File: src/rtl/seq_div_pkg.sv
// Shared definitions for the sequential restoring divider.
//   - FSM state encoding (localparams plus a typed enum built on them)
//   - control codes for the shared add/subtract stage
package seq_div_pkg;

  localparam logic [1:0] ST_IDLE = 2'd0;
  localparam logic [1:0] ST_RUN  = 2'd1;
  localparam logic [1:0] ST_DONE = 2'd2;

  typedef enum logic [1:0] {
    StIdle = ST_IDLE,
    StRun  = ST_RUN,
    StDone = ST_DONE
  } div_state_e;

  localparam logic CTR_ADD = 1'b0;
  localparam logic CTR_SUB = 1'b1;

endpackage

File: src/rtl/add_sub_stage.sv
// Combinational add/subtract stage.
//   a, b   : W-bit operands
//   CTR    : 0 -> a + b, 1 -> a + ~b + 1 (a - b)
//   sum    : W-bit result
//   carry  : carry-out; in subtract mode 1 means no borrow (a >= b)
module add_sub_stage #(
  parameter int unsigned W = 5
) (
  input  logic [W-1:0] a,
  input  logic [W-1:0] b,
  input  logic         CTR,
  output logic [W-1:0] sum,
  output logic         carry
);

  logic [W-1:0] b_eff;
  logic [W:0]   full;

  always_comb begin
    b_eff = CTR ? ~b : b;
    full  = {1'b0, a} + {1'b0, b_eff} + {{W{1'b0}}, CTR};
  end

  assign sum   = full[W-1:0];
  assign carry = full[W];

endmodule

File: src/rtl/seq_div_restoring.sv
// Multi-cycle unsigned restoring divider, one quotient bit per cycle.
//   clk, rst     : clock, synchronous active-high reset
//   start        : request, honoured only while idle
//   dividend     : unsigned dividend, captured on accepted start
//   divisor      : unsigned divisor, captured on accepted start
//   busy         : high while an operation is in flight (RUN or DONE)
//   done         : one-cycle pulse, results valid from this cycle
//   quotient     : result, held until the next accepted start
//   remainder    : result, held until the next accepted start
//   div_by_zero  : flags a zero divisor, held like the results
module seq_div_restoring
  import seq_div_pkg::*;
#(
  parameter int unsigned WIDTH = 4
) (
  input  logic             clk,
  input  logic             rst,
  input  logic             start,
  input  logic [WIDTH-1:0] dividend,
  input  logic [WIDTH-1:0] divisor,
  output logic             busy,
  output logic             done,
  output logic [WIDTH-1:0] quotient,
  output logic [WIDTH-1:0] remainder,
  output logic             div_by_zero
);

  localparam int unsigned CntW = $clog2(WIDTH + 1);

  div_state_e       state_q;
  logic [CntW-1:0]  cnt_q;
  logic [WIDTH-1:0] q_q;
  logic [WIDTH:0]   r_q;     // one extra bit so the trial subtract never overflows
  logic [WIDTH-1:0] dvs_q;

  logic [WIDTH:0]   trial;
  logic [WIDTH:0]   diff;
  logic             no_borrow;

  // Shift the next dividend bit into the partial remainder.
  assign trial = {r_q[WIDTH-1:0], q_q[WIDTH-1]};

  add_sub_stage #(
    .W (WIDTH + 1)
  ) u_stage (
    .a     (trial),
    .b     ({1'b0, dvs_q}),
    .CTR   (CTR_SUB),
    .sum   (diff),
    .carry (no_borrow)
  );

  assign busy = (state_q != StIdle);

  always_ff @(posedge clk) begin
    if (rst) begin
      state_q     <= StIdle;
      cnt_q       <= '0;
      q_q         <= '0;
      r_q         <= '0;
      dvs_q       <= '0;
      done        <= 1'b0;
      quotient    <= '0;
      remainder   <= '0;
      div_by_zero <= 1'b0;
    end else begin
      done <= 1'b0;
      unique case (state_q)
        StIdle: begin
          if (start) begin
            if (divisor != '0) begin
              dvs_q       <= divisor;
              q_q         <= dividend;
              r_q         <= '0;
              cnt_q       <= CntW'(WIDTH);
              div_by_zero <= 1'b0;
              state_q     <= StRun;
            end else begin
              // Skip the iteration; DONE copies these through unchanged.
              q_q         <= '1;
              r_q         <= {1'b0, dividend};
              quotient    <= '1;
              remainder   <= dividend;
              div_by_zero <= 1'b1;
              state_q     <= StDone;
            end
          end
        end
        StRun: begin
          q_q   <= {q_q[WIDTH-2:0], no_borrow};
          r_q   <= no_borrow ? diff : trial;  // restore on borrow
          cnt_q <= cnt_q - CntW'(1);
          if (cnt_q == CntW'(1)) begin
            state_q <= StDone;
          end
        end
        StDone: begin
          done      <= 1'b1;
          quotient  <= q_q;
          remainder <= r_q[WIDTH-1:0];
          state_q   <= StIdle;
        end
        default: state_q <= StIdle;
      endcase
    end
  end

endmodule

File: config.mk
export PLATFORM = sky130hd
export DESIGN_NAME = seq_div_restoring
export DESIGN_NICKNAME = d
export VERILOG_FILES = /design/src/rtl/seq_div_pkg.sv /design/src/rtl/add_sub_stage.sv /design/src/rtl/seq_div_restoring.sv
export SDC_FILE = /design/constraint.sdc
export NUM_CORES = 1
export LEC_CHECK = 0
export CORE_MARGIN = 2
export CORE_UTILIZATION = 61
export CTS_CLUSTER_SIZE = 20
export DETAILED_ROUTE_END_ITERATION = 12
export DONT_BUFFER_PORTS = 1
export HOLD_SLACK_MARGIN = 0.02
export PLACE_DENSITY = 0.87
export SLEW_MARGIN = 10
export SYNTH_ARGS = -nofsm -noshare
export SYNTH_HDL_FRONTEND = slang
export SYNTH_SLANG_ARGS = --single-unit
export TNS_END_PERCENT = 30
File: constraint.sdc
create_clock -name clk -period 2.5 [get_ports clk]
set_input_delay 0.25 -clock clk [delete_from_list [all_inputs] [get_ports clk]]
set_output_delay 0.25 -clock clk [all_outputs]
set_load 0.02 [all_outputs]
Word level (Yosys, flattened, before mapping) --
Index checks and enable logic that the tools add are counted. W data, S select, Z words.
Cells by class: eq/ne operators 7, bitwise gates (word level) 1, add/subtract/negate cells 3, magnitude comparators 0, multipliers 0, mux-type cells 22, shifts and indexed selects 0, divide/modulo/power cells 0, reductions and logical operators 11
Operator list (number):
- $mux W4 | 9
- $pmux W4 S2 | 4
- $reduce_and A3 Y1 | 3
- $ne A2 B2 Y1 const B | 4
- $add A5 B5 Y6 | 1
- $add A6 B1 Y6 const B | 1
- $mux W2 | 3
- $mux W3 | 2
- $pmux W3 S2 | 1
- $reduce_and A2 Y1 | 3
- $reduce_bool A2 Y1 | 3
- $not A4 Y5 | 1
- $pmux W2 S2 | 1
- $reduce_bool A4 Y1 | 1
- $eq A3 B1 Y1 const B | 1
- $sub A3 B1 Y3 const B | 1
- $eq A2 B1 Y1 const B | 1
- $eq A2 B2 Y1 const B | 1
- $logic_not A2 Y1 | 1
- $mux W1 | 2
Word-level totals: bits of input ports 11, output and inout bits 11, register bits 27, RAM bits 0, latch bits 0, word-level logic and storage cells 53, memories 0, memory bits (read-only) 0

Longest topological paths before layout --
Gate-level depths: netlist of run 1.
depth in word-level cells 5, depth in mapped cells 7, mapped depth without buffers 7

Cells and area by module --
From an unflattened synthesis of run 1, not the netlist that was laid out.
Second synthesis, totals: cells, all modules 179, area, all modules 1514.0 um2
By module, submodules not included:
- seq_div_restoring | sequential area each 540.5 um2, area an instance 1273.7 um2, times used 1, cells an instance 150
- add_sub_stage | sequential area each 0.0 um2, area an instance 240.2 um2, times used 1, cells an instance 29

Worst setup path after synthesis of run 1 --
No wires, ideal clock.
path type reg2reg, start point reg r_q[0], end point reg r_q[3], period minus slack after synthesis 1.758 ns, data arrival time 1.673 ns, stages on the path, launching flop included 6, buffers on the path 0, setup time 0.086 ns, required time 2.414 ns, setup slack 0.742 ns, path through dfxtp_1 ha_1 nor2b_1 o31a_1 or4_1 a211oi_1
On the way: longest elaborated chain between the ends 4
RTL lines:
- start: declaration | RTL line seq_div_restoring.sv:33 | logic [WIDTH:0] r_q;
- start signal: assignment | RTL line seq_div_restoring.sv:81 | r_q <= {1'b0, dividend};
- start signal: assignment | RTL line seq_div_restoring.sv:91 | r_q <= no_borrow ? diff : trial;
- $add A5 B5 Y6 | RTL line add_sub_stage.sv:21 | full = {1'b0, a} + {1'b0, b_eff} + {{W{1'b0}}, CTR};
- $add A6 B1 Y6 | RTL line add_sub_stage.sv:21
- $mux W4 | RTL line seq_div_restoring.sv:91
- $pmux W4 S2 | RTL line seq_div_restoring.sv:68 | unique case (state_q)
Every way passes these cells. A chain may end at the register's enable or synchronous reset.

Worst setup path after layout of run 1 --
start point reg r_q[0], end point reg r_q[2]
The elaborated chain is that of the path after synthesis.

==> metrics, run 1 <==
f_max 523 MHz; top-count cell post-synth nor2_1; setup_tns 0 ps; gpl congestion 0.887; final net count 180; clk_lat worst skew about 340 ps; initial antenna violation count 0; hold crit path type in -> reg; CTS tree yes; Gate Count Post-Synth 162; CP startpoint kind register; first-pass GRT wire length ~4.7 mm; crit path max fanout 7; EDFF count, synth 0; Sequential Area 541 sq um; Final Cycle Share 76.5%; proportion of layout cells with a drive suffix above 1 7.45%; largest net degree at the start of global routing 27; CTS Root Cell clkbuf_4; vias per std cell 6.06; status completed; DR vias 1,139; fillers 178; area of the multi-input gates 722 sq um; post-synth top area cell dfxtp_1; core area 2020 sq um; DRC 0; Crit Path Class reg -> reg; Setup WS post-layout between 500 and 600 ps; H-Tree Depth 1; CTS Buf Count 3; register area share after synthesis 40.4%; vias in the first global route 1,080; RSZ-0062 raised after global routing false; setup clock skew after layout 5.36 ps; Most used DFF post-synth dfxtp_1; Initial Util 66.2%; die area approximately 2600 sq um; required time of the worst setup path 2760 ps; Post-Syn Nets 180; Mean Syn Cell Area 8.26 sq um; Post-Place Worst Slack roughly 630 ps; final setup fails 0; Syn Std Cell Area 1340 sq um; First DRT Iteration DRCs 32; maxcap violations 0; die span in y just over 50 um; Synth top area share around two fifths; Ys Warns 0; CP endpoint kind register; Area after DPL 1350 sq um; Synth cell types 38; GRT overflow 0; First-pass DRT Iterations 5; Port Buffers 0; antenna violation net count after detailed routing 0; clock sink total 27; FFs w/ async S/R, synth 0%; clock buffer depth 2; top cells by count, synth 32 x nor2_1, 27 x dfxtp_1, 11 x nand2_1; overall routing resource usage a little under a quarter; VDD IR max 360 uV; per-cell routed wire length roughly 15 um; Power Density 642 nW/um^2; Leakage Power 0.554 nW; ANT cells 0; max-slew violations 0; fin area 1390 sq um; CP arrival 2170 ps; Worst Max-Slew Pin Slew 949 ps; std cell rows 16; ranking of synthesized cells by area dfxtp_1 40%, nor2_1 9.0%, ha_1 5.6%; final hold viol count 0; WL final between 2 and 3 mm; Post-DP HPWL 2.06 mm; Die Wd 50.8 um; # IOs 22; Final min period 1910 ps; relative slew slack 36.5%; Layout area overhead 3.46%; post-synthesis register bit count 27; Clk pin slew, worst setup/hold paths 160 ps; post-CTS setup buffers 0
## where the power goes
group / internal [W] / switching [W]
clock: 0.0000615 / 0.000142
sequential: 0.000464 / 0.0000360
combinational: 0.0000809 / 0.000106
total: 0.000606 / 0.000284
## placed cells by master (no fill, tap or decap), drive strengths merged, types with 4 or more instances in the layout
cell	count
o21ai	5
inv	9
a311oi	4
dfxtp	27
nor3	6
nand2	11
a21oi	10
ha	6
a211oi	6
nand3	4
mux2i	5
nor2	33
## final cells by class
cell class | count | share of cell area, %
clock inverter | 1 | 0.542
tap | 27 | 2.44
sequential | 27 | 39.0
inverter | 9 | 2.44
multi-input combinational | 118 | 52.1
timing repair buffer | 3 | 1.81
clock buffer | 3 | 1.63
## through the flow
step | utilization (%) | std cells | total power, W | hold WS (ps)
after floorplan | - | 162 | 0.000658 | 390
after global placement | 66.5 | 183 | 0.000679 | 323
after detailed placement | 66.5 | 183 | 0.000688 | 328
after CTS | 68.5 | 188 | 0.000890 | 44.9
after global routing | 68.5 | 188 | 0.000937 | 33.8
final | 68.5 | 188 | 0.000890 | 43.3
## final timing paths
| path | endpoint | depth (start not counted) | start | slack [ps] |
|---|---|---|---|---|
| worst max-delay path | r_q[2] | 6 | r_q[0] | 590 |
| worst min-delay path | q_q[0] | 2 | rst | 40 |
| worst max register to register | r_q[2] | 6 | r_q[0] | 590 |
| worst min register to register | dvs_q[1] | 2 | dvs_q[1] | 520 |
## critical path: stages (launching register included)
cell      delay [ps]
dfxtp_1          460
ha_1             260
nor2b_1          140
o31a_1           250
nor3_2           290
nand3_1          140
a311oi_1         290
## sequential cells by signal, indices dropped and copies added, names as in the netlist, 2 cells and up
signal / count
cnt_q: 3
quotient: 4
remainder: 4
state_q: 2
dvs_q: 4
q_q: 4
r_q: 4
## routing by layer
layer	share of wire [%]	vias up	track usage [%]
met5	0	-	0
met4	1.8	0	11.3
met3	5.7	5	4.68
met2	49	39	39.7
met1	44	531	29.9
li1	-	564	-
## timing repair
action	4_1_cts	5_1_grt
endpoints found under the hold margin	26	0
hold buffers	1	0
resized for setup	0	0
## kinds of logic (layout without fill, tap and decap cells)
kind of cell	count (synthesis)	after routing	share of synthesized area (%)
AO/OA/AOI/OAI	31	31	15.0
XOR/XNOR	2	2	1.31
adder cells (fa/ha/maj)	7	7	7.10
buffers and inverters	17	16	5.70
flip-flops	27	27	40.4
multiplexers	5	5	3.74
AND/OR/NAND/NOR	73	73	26.8
Power figures use the tool's default switching activity.
==> run 2: changes to the inputs <==
==> constraint.sdc (replaced) <==
create_clock -name clk -period 2 [get_ports clk]
set_input_delay 0.2 -clock clk [delete_from_list [all_inputs] [get_ports clk]]
set_output_delay 0.2 -clock clk [all_outputs]
set_load 0.02 [all_outputs]
==> metrics, run 2 (synthesized netlist as in run 1, its figures left out) <==
RSZ-0062 raised after global routing false (unchanged); gpl congestion 0.868 (was 0.887); DRT met1 WL 1.28 mm (was 1.23 mm); CTS Buf Count 3 (unchanged); crit path cell chain ha_4, nor2b_4, o31a_1, or4_4, a211oi_2 (was ha_1, nor2b_1, o31a_1, nor3_2, nand3_1, a311oi_1); CP max stage cell or4_4 (was dfxtp_1); Power Density 788 nW/um^2 (was 642 nW/um^2); proportion of layout cells with a drive suffix above 1 13.8% (was 7.45%); CTS Root Cell clkbuf_4 (unchanged); R2R Path Start r_q[0] (unchanged); clock sink total 27 (unchanged); relative slew slack 32.2% (was 36.5%); met3 wire len 265 um (was 159 um); number of stages on the worst hold path 2 (unchanged); ANT cells 0 (unchanged); vias per std cell 6.20 (was 6.06); crit path max fanout 5 (was 7); clock buffer depth 2 (unchanged); vias in the first global route 1,155 (was 1,080); Final min period 1930 ps (was 1910 ps); per-cell routed wire length 16.4 um (was 14.9 um); Layout area overhead 10.0% (was 3.46%); Initial Util 66.2% (unchanged); initial antenna violation count 0 (unchanged); Sequential Area 543 sq um (was 541 sq um); largest net degree at the start of global routing 28 (was 27); clk_lat worst skew 330 ps (was 340 ps); die area 2590 sq um (unchanged); final setup fails 0 (unchanged); Post-Place Worst Slack 103 ps (was 632 ps); slowest stage delay, CP 500 ps (was 460 ps); Post-DP HPWL 2.20 mm (was 2.06 mm); fillers 161 (was 178); area of the multi-input gates 757 sq um (was 722 sq um); f_max 519 MHz (was 523 MHz); max-slew violations 0 (unchanged); final hold viol count 0 (unchanged); overall routing resource usage 26.3% (was 23.9%); CP endpoint kind register (unchanged); final net count 186 (was 180); First DRT Iteration DRCs 35 (was 32); GRT overflow 0 (unchanged); min-delay src divisor[2] (was rst); maxcap violations 0 (unchanged); most common cell after layout, fill and taps aside nor2_1 (unchanged); CTS tree yes (unchanged); Worst Max-Slew Pin Slew 1010 ps (was 949 ps); detailed-routed wire length on met2 1.59 mm (was 1.36 mm); WL final 3.18 mm (was 2.80 mm); CP startpoint kind register (unchanged); std cell rows 16 (unchanged); DR vias 1,203 (was 1,139); first-pass GRT wire length 5.13 mm (was 4.66 mm); FF-to-FF setup slack 70 ps (was 590 ps); Die Wd 50.8 um (unchanged); H-Tree Depth 1 (unchanged); VDD IR max 517 uV (was 360 uV); DRC 0 (unchanged); Hold Crit Endpoint dvs_q[2] (was q_q[0]); die span in y 50.8 um (unchanged); Crit Path Class reg -> reg (unchanged); Clk pin slew, worst setup/hold paths 150 ps (was 160 ps); core area 2020 sq um (unchanged); CP Buf/Inv Count 0 (unchanged); top sig layer met4 (unchanged); Worst Reg-to-Reg Cells 5 (was 6); CP arrival 2180 ps (was 2170 ps); Setup WS post-layout 74.9 ps (was 588 ps); # IOs 22 (unchanged); commonest cells after routing, fill and taps aside 32 x nor2_1, 25 x dfxtp_1, 11 x nand2_1 (was 32 x nor2_1, 27 x dfxtp_1, 11 x nand2_1); Leakage Power 0.594 nW (was 0.554 nW); hold crit path type in -> reg (unchanged); status completed (unchanged); setup_tns 0 ps (unchanged); antenna violation net count after detailed routing 0 (unchanged); setup clock skew after layout 4.46 ps (was 5.36 ps); Crit path max-delay family simple AND/OR/NAND/NOR gates (unchanged); required time of the worst setup path 2250 ps (was 2760 ps); First-pass DRT Iterations 4 (was 5); RR Endpoint r_q[3] (was r_q[2]); Final Cycle Share 96.3% (was 76.5%); Port Buffers 0 (unchanged)
run 2: changes by cell type in the layout (fill, tap and decap cells not counted), moves of 2 or more:
cell / change
dfxtp_1: -2
dfxtp_2: +2
buf_4: +4
dlygate4sd3_1: +2
run 2: how the worst max path moves through the flow:
stage               cells after the start  startpoint  slack (ps)  endpoint
detailed placement                      5      r_q[0]         100    r_q[3]
global placement                        5      r_q[0]         200    r_q[3]
finish                                  5      r_q[0]          70    r_q[3]
CTS                                     5      r_q[0]          70    r_q[3]
global route                            5      r_q[0]           6    r_q[3]
floorplan                               5      r_q[0]         240    r_q[3]
run 2: through the flow:
step	utilization, %	hold slack, ps	total power (W)	instances	area [sq um]
after detailed placement	67.6	275	0.000875	186	1370
final	72.8	30.5	0.00116	194	1470
after global placement	67.6	273	0.000855	186	1370
after floorplan	-	340	0.000823	162	1340
after global routing	72.8	38.4	0.00122	194	1470
after CTS	70.6	23.5	0.00113	193	1430
run 2: per-layer routing:
layer  GRT usage [%]  vias to the layer above
met3            4.68                        6
met5               0                        -
li1                -                      575
met4            8.11                        0
met2            47.6                       62
met1            31.5                      560
run 2: final cells by class:
class,instances,share of cell area (%)
well taps,27,2.29
flip-flops and latches,27,36.9
clock buffers,3,1.53
repair buffers,9,5.10
multi-input cells,118,51.4
clock inverters,1,0.510
inverters,9,2.29
run 2: timing repair:
item | CTS | global route
endpoints found under the setup margin | 0 | 4
endpoints found under the hold margin | 27 | 0
resized for setup | 0 | 9
hold buffers | 3 | 0
setup buffers | 0 | 1
run 2: power breakdown:
part           switching, W  internal [W]  total [W]  leakage [nW]
Combinational      0.000158      0.000123   0.000281         0.358
Sequential        0.0000485      0.000580   0.000629         0.222
Clock              0.000173     0.0000766   0.000250        0.0139
Total              0.000380      0.000780    0.00116         0.594
